==> src/rtl/slave_rx_port.sv <==
// Serial-to-parallel bus slave receive port: collects address, burst count and
// write data bit-serially, issues local memory writes or a read request.
module slave_rx_port #(
  parameter int ADDR_LEN  = 12,
  parameter int DATA_LEN  = 8,
  parameter int BURST_LEN = 13
) (
  input  logic                 clk,
  input  logic                 reset,
  input  logic                 select,
  input  logic                 master_valid,
  input  logic                 write_en,
  input  logic                 read_en,
  input  logic                 rx_address,
  input  logic                 rx_burst,
  input  logic                 rx_data,
  input  logic                 rd_done,
  output logic                 slave_ready,
  output logic                 mem_we,
  output logic [ADDR_LEN-1:0]  mem_addr,
  output logic [DATA_LEN-1:0]  mem_wdata,
  output logic                 rd_start,
  output logic [ADDR_LEN-1:0]  rd_addr,
  output logic [BURST_LEN-1:0] rd_len,
  output logic                 rx_done
);

  localparam int MAX_AB  = (ADDR_LEN > BURST_LEN) ? ADDR_LEN : BURST_LEN;
  localparam int MAX_LEN = (MAX_AB > DATA_LEN) ? MAX_AB : DATA_LEN;
  localparam int CNT_W   = $clog2(MAX_LEN + 1);

  typedef enum logic [2:0] {
    IDLE, ADDR, BURST, WDATA, WSTORE, RREQ, RWAIT, DONE
  } state_t;

  state_t               state_q, state_d;
  logic [CNT_W-1:0]     cnt_q, cnt_d;
  logic [ADDR_LEN-1:0]  addr_sr_q, addr_sr_d;
  logic [BURST_LEN-1:0] burst_sr_q, burst_sr_d;
  logic [BURST_LEN-1:0] burst_q, burst_d;
  logic [BURST_LEN-1:0] idx_q, idx_d;
  logic [DATA_LEN-1:0]  data_sr_q, data_sr_d;
  logic                 mem_we_q, mem_we_d;
  logic [ADDR_LEN-1:0]  mem_addr_q, mem_addr_d;
  logic [DATA_LEN-1:0]  mem_wdata_q, mem_wdata_d;
  logic                 rd_start_q, rd_start_d;
  logic [ADDR_LEN-1:0]  rd_addr_q, rd_addr_d;
  logic [BURST_LEN-1:0] rd_len_q, rd_len_d;
  logic                 rx_done_q, rx_done_d;

  logic [BURST_LEN-1:0] burst_full;
  logic [BURST_LEN-1:0] burst_eff;
  logic [DATA_LEN-1:0]  word_full;

  always_comb begin
    state_d     = state_q;
    cnt_d       = cnt_q;
    addr_sr_d   = addr_sr_q;
    burst_sr_d  = burst_sr_q;
    burst_d     = burst_q;
    idx_d       = idx_q;
    data_sr_d   = data_sr_q;
    mem_we_d    = 1'b0;
    mem_addr_d  = mem_addr_q;
    mem_wdata_d = mem_wdata_q;
    rd_start_d  = 1'b0;
    rd_addr_d   = rd_addr_q;
    rd_len_d    = rd_len_q;
    rx_done_d   = 1'b0;
    burst_full  = {rx_burst, burst_sr_q[BURST_LEN-1:1]};
    burst_eff   = (burst_full == '0) ? BURST_LEN'(1) : burst_full;
    word_full   = {rx_data, data_sr_q[DATA_LEN-1:1]};

    // Outputs are registered: strobes and their payload load on the edge
    // that enters WSTORE / RREQ / DONE, so they line up with that state.
    case (state_q)
      IDLE: begin
        if (select && master_valid) begin
          addr_sr_d = {rx_address, addr_sr_q[ADDR_LEN-1:1]};
          cnt_d     = CNT_W'(1);
          state_d   = ADDR;
        end
      end
      ADDR: begin
        if (!select) begin
          cnt_d   = '0;
          state_d = IDLE;
        end else if (master_valid) begin
          addr_sr_d = {rx_address, addr_sr_q[ADDR_LEN-1:1]};
          if (cnt_q == CNT_W'(ADDR_LEN - 1)) begin
            cnt_d   = '0;
            state_d = BURST;
          end else begin
            cnt_d = cnt_q + CNT_W'(1);
          end
        end
      end
      BURST: begin
        if (!select) begin
          cnt_d   = '0;
          state_d = IDLE;
        end else if (master_valid) begin
          burst_sr_d = burst_full;
          if (cnt_q == CNT_W'(BURST_LEN - 1)) begin
            cnt_d   = '0;
            burst_d = burst_eff;
            idx_d   = '0;
            if (write_en) begin
              state_d = WDATA;
            end else if (read_en) begin
              rd_start_d = 1'b1;
              rd_addr_d  = addr_sr_q;
              rd_len_d   = burst_eff;
              state_d    = RREQ;
            end else begin
              state_d = IDLE;
            end
          end else begin
            cnt_d = cnt_q + CNT_W'(1);
          end
        end
      end
      WDATA: begin
        if (!select) begin
          cnt_d   = '0;
          state_d = IDLE;
        end else if (master_valid) begin
          data_sr_d = word_full;
          if (cnt_q == CNT_W'(DATA_LEN - 1)) begin
            cnt_d       = '0;
            mem_we_d    = 1'b1;
            mem_addr_d  = addr_sr_q + ADDR_LEN'(idx_q);
            mem_wdata_d = word_full;
            state_d     = WSTORE;
          end else begin
            cnt_d = cnt_q + CNT_W'(1);
          end
        end
      end
      WSTORE: begin
        if ((idx_q + BURST_LEN'(1)) < burst_q) begin
          idx_d   = idx_q + BURST_LEN'(1);
          state_d = WDATA;
        end else begin
          rx_done_d = 1'b1;
          state_d   = DONE;
        end
      end
      RREQ: state_d = RWAIT;
      RWAIT: begin
        if (rd_done) begin
          rx_done_d = 1'b1;
          state_d   = DONE;
        end
      end
      DONE: state_d = IDLE;
      default: state_d = IDLE;
    endcase
  end

  always_ff @(posedge clk) begin
    if (reset) begin
      state_q     <= IDLE;
      cnt_q       <= '0;
      addr_sr_q   <= '0;
      burst_sr_q  <= '0;
      burst_q     <= '0;
      idx_q       <= '0;
      data_sr_q   <= '0;
      mem_we_q    <= 1'b0;
      mem_addr_q  <= '0;
      mem_wdata_q <= '0;
      rd_start_q  <= 1'b0;
      rd_addr_q   <= '0;
      rd_len_q    <= '0;
      rx_done_q   <= 1'b0;
    end else begin
      state_q     <= state_d;
      cnt_q       <= cnt_d;
      addr_sr_q   <= addr_sr_d;
      burst_sr_q  <= burst_sr_d;
      burst_q     <= burst_d;
      idx_q       <= idx_d;
      data_sr_q   <= data_sr_d;
      mem_we_q    <= mem_we_d;
      mem_addr_q  <= mem_addr_d;
      mem_wdata_q <= mem_wdata_d;
      rd_start_q  <= rd_start_d;
      rd_addr_q   <= rd_addr_d;
      rd_len_q    <= rd_len_d;
      rx_done_q   <= rx_done_d;
    end
  end

  assign slave_ready = (state_q == IDLE) || (state_q == ADDR) ||
                       (state_q == BURST) || (state_q == WDATA);
  assign mem_we    = mem_we_q;
  assign mem_addr  = mem_addr_q;
  assign mem_wdata = mem_wdata_q;
  assign rd_start  = rd_start_q;
  assign rd_addr   = rd_addr_q;
  assign rd_len    = rd_len_q;
  assign rx_done   = rx_done_q;

endmodule

==> config.mk <==
export PLATFORM = sky130hd
export DESIGN_NAME = slave_rx_port
export DESIGN_NICKNAME = d
export VERILOG_FILES = /design/src/rtl/slave_rx_port.sv
export SDC_FILE = /design/constraint.sdc
export NUM_CORES = 1
export LEC_CHECK = 0
export BUFFER_PORTS_ARGS = -buffer_cell sky130_fd_sc_hd__buf_2
export CAP_MARGIN = 10
export CORE_UTILIZATION = 60
export DETAILED_ROUTE_END_ITERATION = 10
export PLACE_DENSITY = 0.83
export SLEW_MARGIN = 20
export SYNTH_ARGS = -nofsm -noshare
export SYNTH_HDL_FRONTEND = slang
export SYNTH_SLANG_ARGS = --single-unit
==> constraint.sdc <==
create_clock -name clk -period 7.4 [get_ports clk]
set_input_delay 1.11 -clock clk [delete_from_list [all_inputs] [get_ports clk]]
set_output_delay 1.11 -clock clk [all_outputs]
set_load 0.005 [all_outputs]
==> reports/qor.csv <==
stage,metric,value,unit
timing,Worst Tran Pin Value,1.032,ns
layout,multi-input logic area,2733,sq um
logic_synthesis,Netlist Area Pre-Place,5196,sq um
layout,# fillers,688,
global_route,initial antenna violation count,0,
logic_synthesis,synthesized flop and latch total,112,
worst_setup_path,critical path class,in -> reg,
timing,Final setup viols,0,
cts,Num CTS Buffers,9,
placement,post-detail-place hpwl,8169,um
power,overall power,1013,uW
worst_setup_path,R2R cell count,13,
cts,clock tree buffer depth,2,
logic_synthesis,sequential-to-total area share from yosys stat,0.4315,
worst_setup_path,Worst Path Arrival,4.38,ns
placement,port bufs,58,
logic_synthesis,top-count cell post-synth,nand2_1,
cts,post_cts resized,0,
worst_setup_path,Crit Reg-Reg Startpoint,idx_q[2],
timing,setup TNS,0,ns
logic_synthesis,top_reg_cell synth,dfxtp_1,
routing,1st-iter DRT viols,225,
logic_synthesis,"EDFF count, synth",0,
cts,CTS root buffer,clkbuf_8,
layout,ant diodes,0,
logic_synthesis,"Warnings, synthesis",0,
layout,Final #Nets,702,
routing,Vias,4441,
timing,Peak Freq,241.0,MHz
cts,Post-CTS Setup Inserts,0,
cts,TritonCTS sink count,112,
power,power per cell area,178.4,nW/um^2
routing,wire per inst,14.48,um
worst_hold_path,Hold Path Class,reg -> reg,
timing,Slew Limit Headroom,0.3065,
logic_synthesis,Post-synth ARST share,0,
worst_setup_path,Crit Path Max Fanout,25,
worst_hold_path,Hold Path Cell Cnt,2,
power,leakage,0.002215,uW
die,number of top-level pins,59,
logic_synthesis,"top cells by count, synth","nand2_1, dfxtp_1, a21oi_1",
routing,DRC,0,
global_route,global-route wire length before repair,18560,um
layout,FF/Latch Area,2242,sq um
routing,Routed WL,11210,um
logic_synthesis,"top cells by area, synth","dfxtp_1, nand2_1, a21oi_1, ha_1, mux2i_1",
logic_synthesis,Synth Instances,626,
die,die width,95.06,um
timing,Tcrit/Tclk final,0.5608,
layout,post-layout util,0.6840,
power,worst ir drop on vdd,0.1162,mV
logic_synthesis,Syn Area/Cell,8.301,sq um
global_route,"Remaining Overflow, GRT",0,
timing,final hold violations,0,
global_route,vias in the first global route,4102,
layout,ratio of cells with drive above 1 in the final layout,0.1345,
logic_synthesis,post-synth top area share,0.4315,
worst_setup_path,Setup crit start kind,primary input,
die,Initial Util,0.6261,
global_route,Tot GR Track Use,0.2625,
routing,total iterations of the first detailed-routing run,6,
cts,clk_lat worst skew,0.38,ns
timing,"Slew Viols, Final",0,
worst_setup_path,critical path required time,7.63,ns
routing,vias per cell,5.738,
worst_setup_path,r2r setup slk,3.39,ns
die,Die Y,95.06,um
placement,gpl congestion,0.8724,
die,Core Footprint,8299,sq um
cts,htree depth,3,
die,DIE AREA,9036,sq um
cts,clock-pin transition on the worst setup and hold timing paths,0.11,ns
run,max cap viols,0,
logic_synthesis,Unique masters post-synth,52,
cts,CTS Hold Bufs,0,
worst_setup_path,critical path endpoint category,flop,
timing,skew final,0.01102,ns
logic_synthesis,syn nets,664,
global_route,largest net degree at the start of global routing,106,
cts,CTS tree,yes,
timing,Tmin final,4.150,ns
timing,RSZ-0062 raised after global routing,no,
layout,P&R area growth vs syn,9.246,%
logic_synthesis,post-synth top area cell,dfxtp_1,
outcome,status,finished clean,
routing,Routed Antenna Nets,0,
worst_setup_path,crit path launch,select,
die,Rows,33,
worst_hold_path,hold path start,mem_addr[2],
==> area by class of cell <==
cell class	instances	area share
multi-input combinational	463	0.4814
sequential	112	0.3950
timing repair buffer	59	0.05246
tap	105	0.02314
clock buffer	9	0.02182
clock inverter	7	0.01367
inverter	19	0.01256
==> sequential cells by signal, indices dropped and copies added, names as in the netlist, 8 cells and up <==
register,count
addr_sr_q,12
rd_len,13
idx_q,13
burst_q,13
mem_addr,12
rd_addr,12
mem_wdata,8
burst_sr_q,12
==> worst paths after layout <==
check	endpoint
hold reg to reg	mem_addr[2]
setup / recovery	rd_len[6]
setup reg to reg	idx_q[8]
hold / removal	mem_addr[2]
==> report_power, final <==
part | switching [uW] | internal, uW | leakage, uW | total (uW)
combinational | 27.2 | 12.5 | 0.00121 | 39.7
clock | 227 | 134 | 0.000103 | 361
sequential | 6.77 | 605 | 0.000902 | 612
total | 261 | 752 | 0.00221 | 1010
==> cell usage in the layout (no fill, tap or decap), types with 3 or more instances in the layout <==
cell,Yosys,layout
buf_2,2,58
nor2_1,58,58
inv_1,19,19
ha_1,27,27
or3_1,3,3
a31o_2,7,7
nand2_1,130,130
nor4_1,4,4
xnor2_1,11,11
o21ai_0,23,23
nor2b_1,3,3
o31ai_1,5,5
nand2b_1,8,8
a21o_1,4,4
nand3_1,11,11
o21a_1,3,3
a31oi_1,4,4
a21oi_1,73,73
xor2_1,5,5
o211ai_1,4,4
and2_1,3,3
a211oi_1,7,7
mux2i_1,25,25
nand4_1,6,6
nor3_1,6,6
clkbuf_8,0,9
and3_1,5,5
dfxtp_1,112,112
==> logic make-up after synthesis <==
| group | count (synthesis) | share of synthesized area |
|---|---|---|
| simple gates | 250 | 0.2126 |
| compound gates | 144 | 0.1681 |
| flops | 112 | 0.4315 |
| buf+inv | 51 | 0.04382 |
| fa+ha+maj | 28 | 0.06887 |
| mux | 25 | 0.04816 |
| xor+xnor | 16 | 0.02697 |
==> per-layer routing <==
metal | GRT usage | vias to the layer above | share of wire
li1 | - | 2237 | -
met1 | 0.3310 | 2073 | 0.46
met2 | 0.4381 | 110 | 0.48
met3 | 0.03907 | 21 | 0.039
met4 | 0.1263 | 0 | 0.022
met5 | 0 | - | 0
==> worst max-delay path: stages <==
cell and delay, ns:
buf_2 0.12, and2b_1 0.16, nand2_2 0.19, nor3b_4 0.76
and4_1 0.92, nand2_1 0.75, nand2_1 0.26, a21oi_1 0.09
==> metrics by stage <==
step | hold WS (ns) | std cells | cell area (sq um) | setup WS, ns
4_1_cts | 0.4574 | 774 | 5670 | 3.228
5_1_grt | 0.4725 | 774 | 5677 | 2.949
6_report | 0.4548 | 774 | 5677 | 3.250
2_1_floorplan | 0.4284 | 626 | 5196 | 4.277
3_3_place_gp | 0.4360 | 758 | 5469 | 3.039
3_5_place_dp | 0.4428 | 758 | 5469 | 2.834
(Power assumes the default switching activity.)
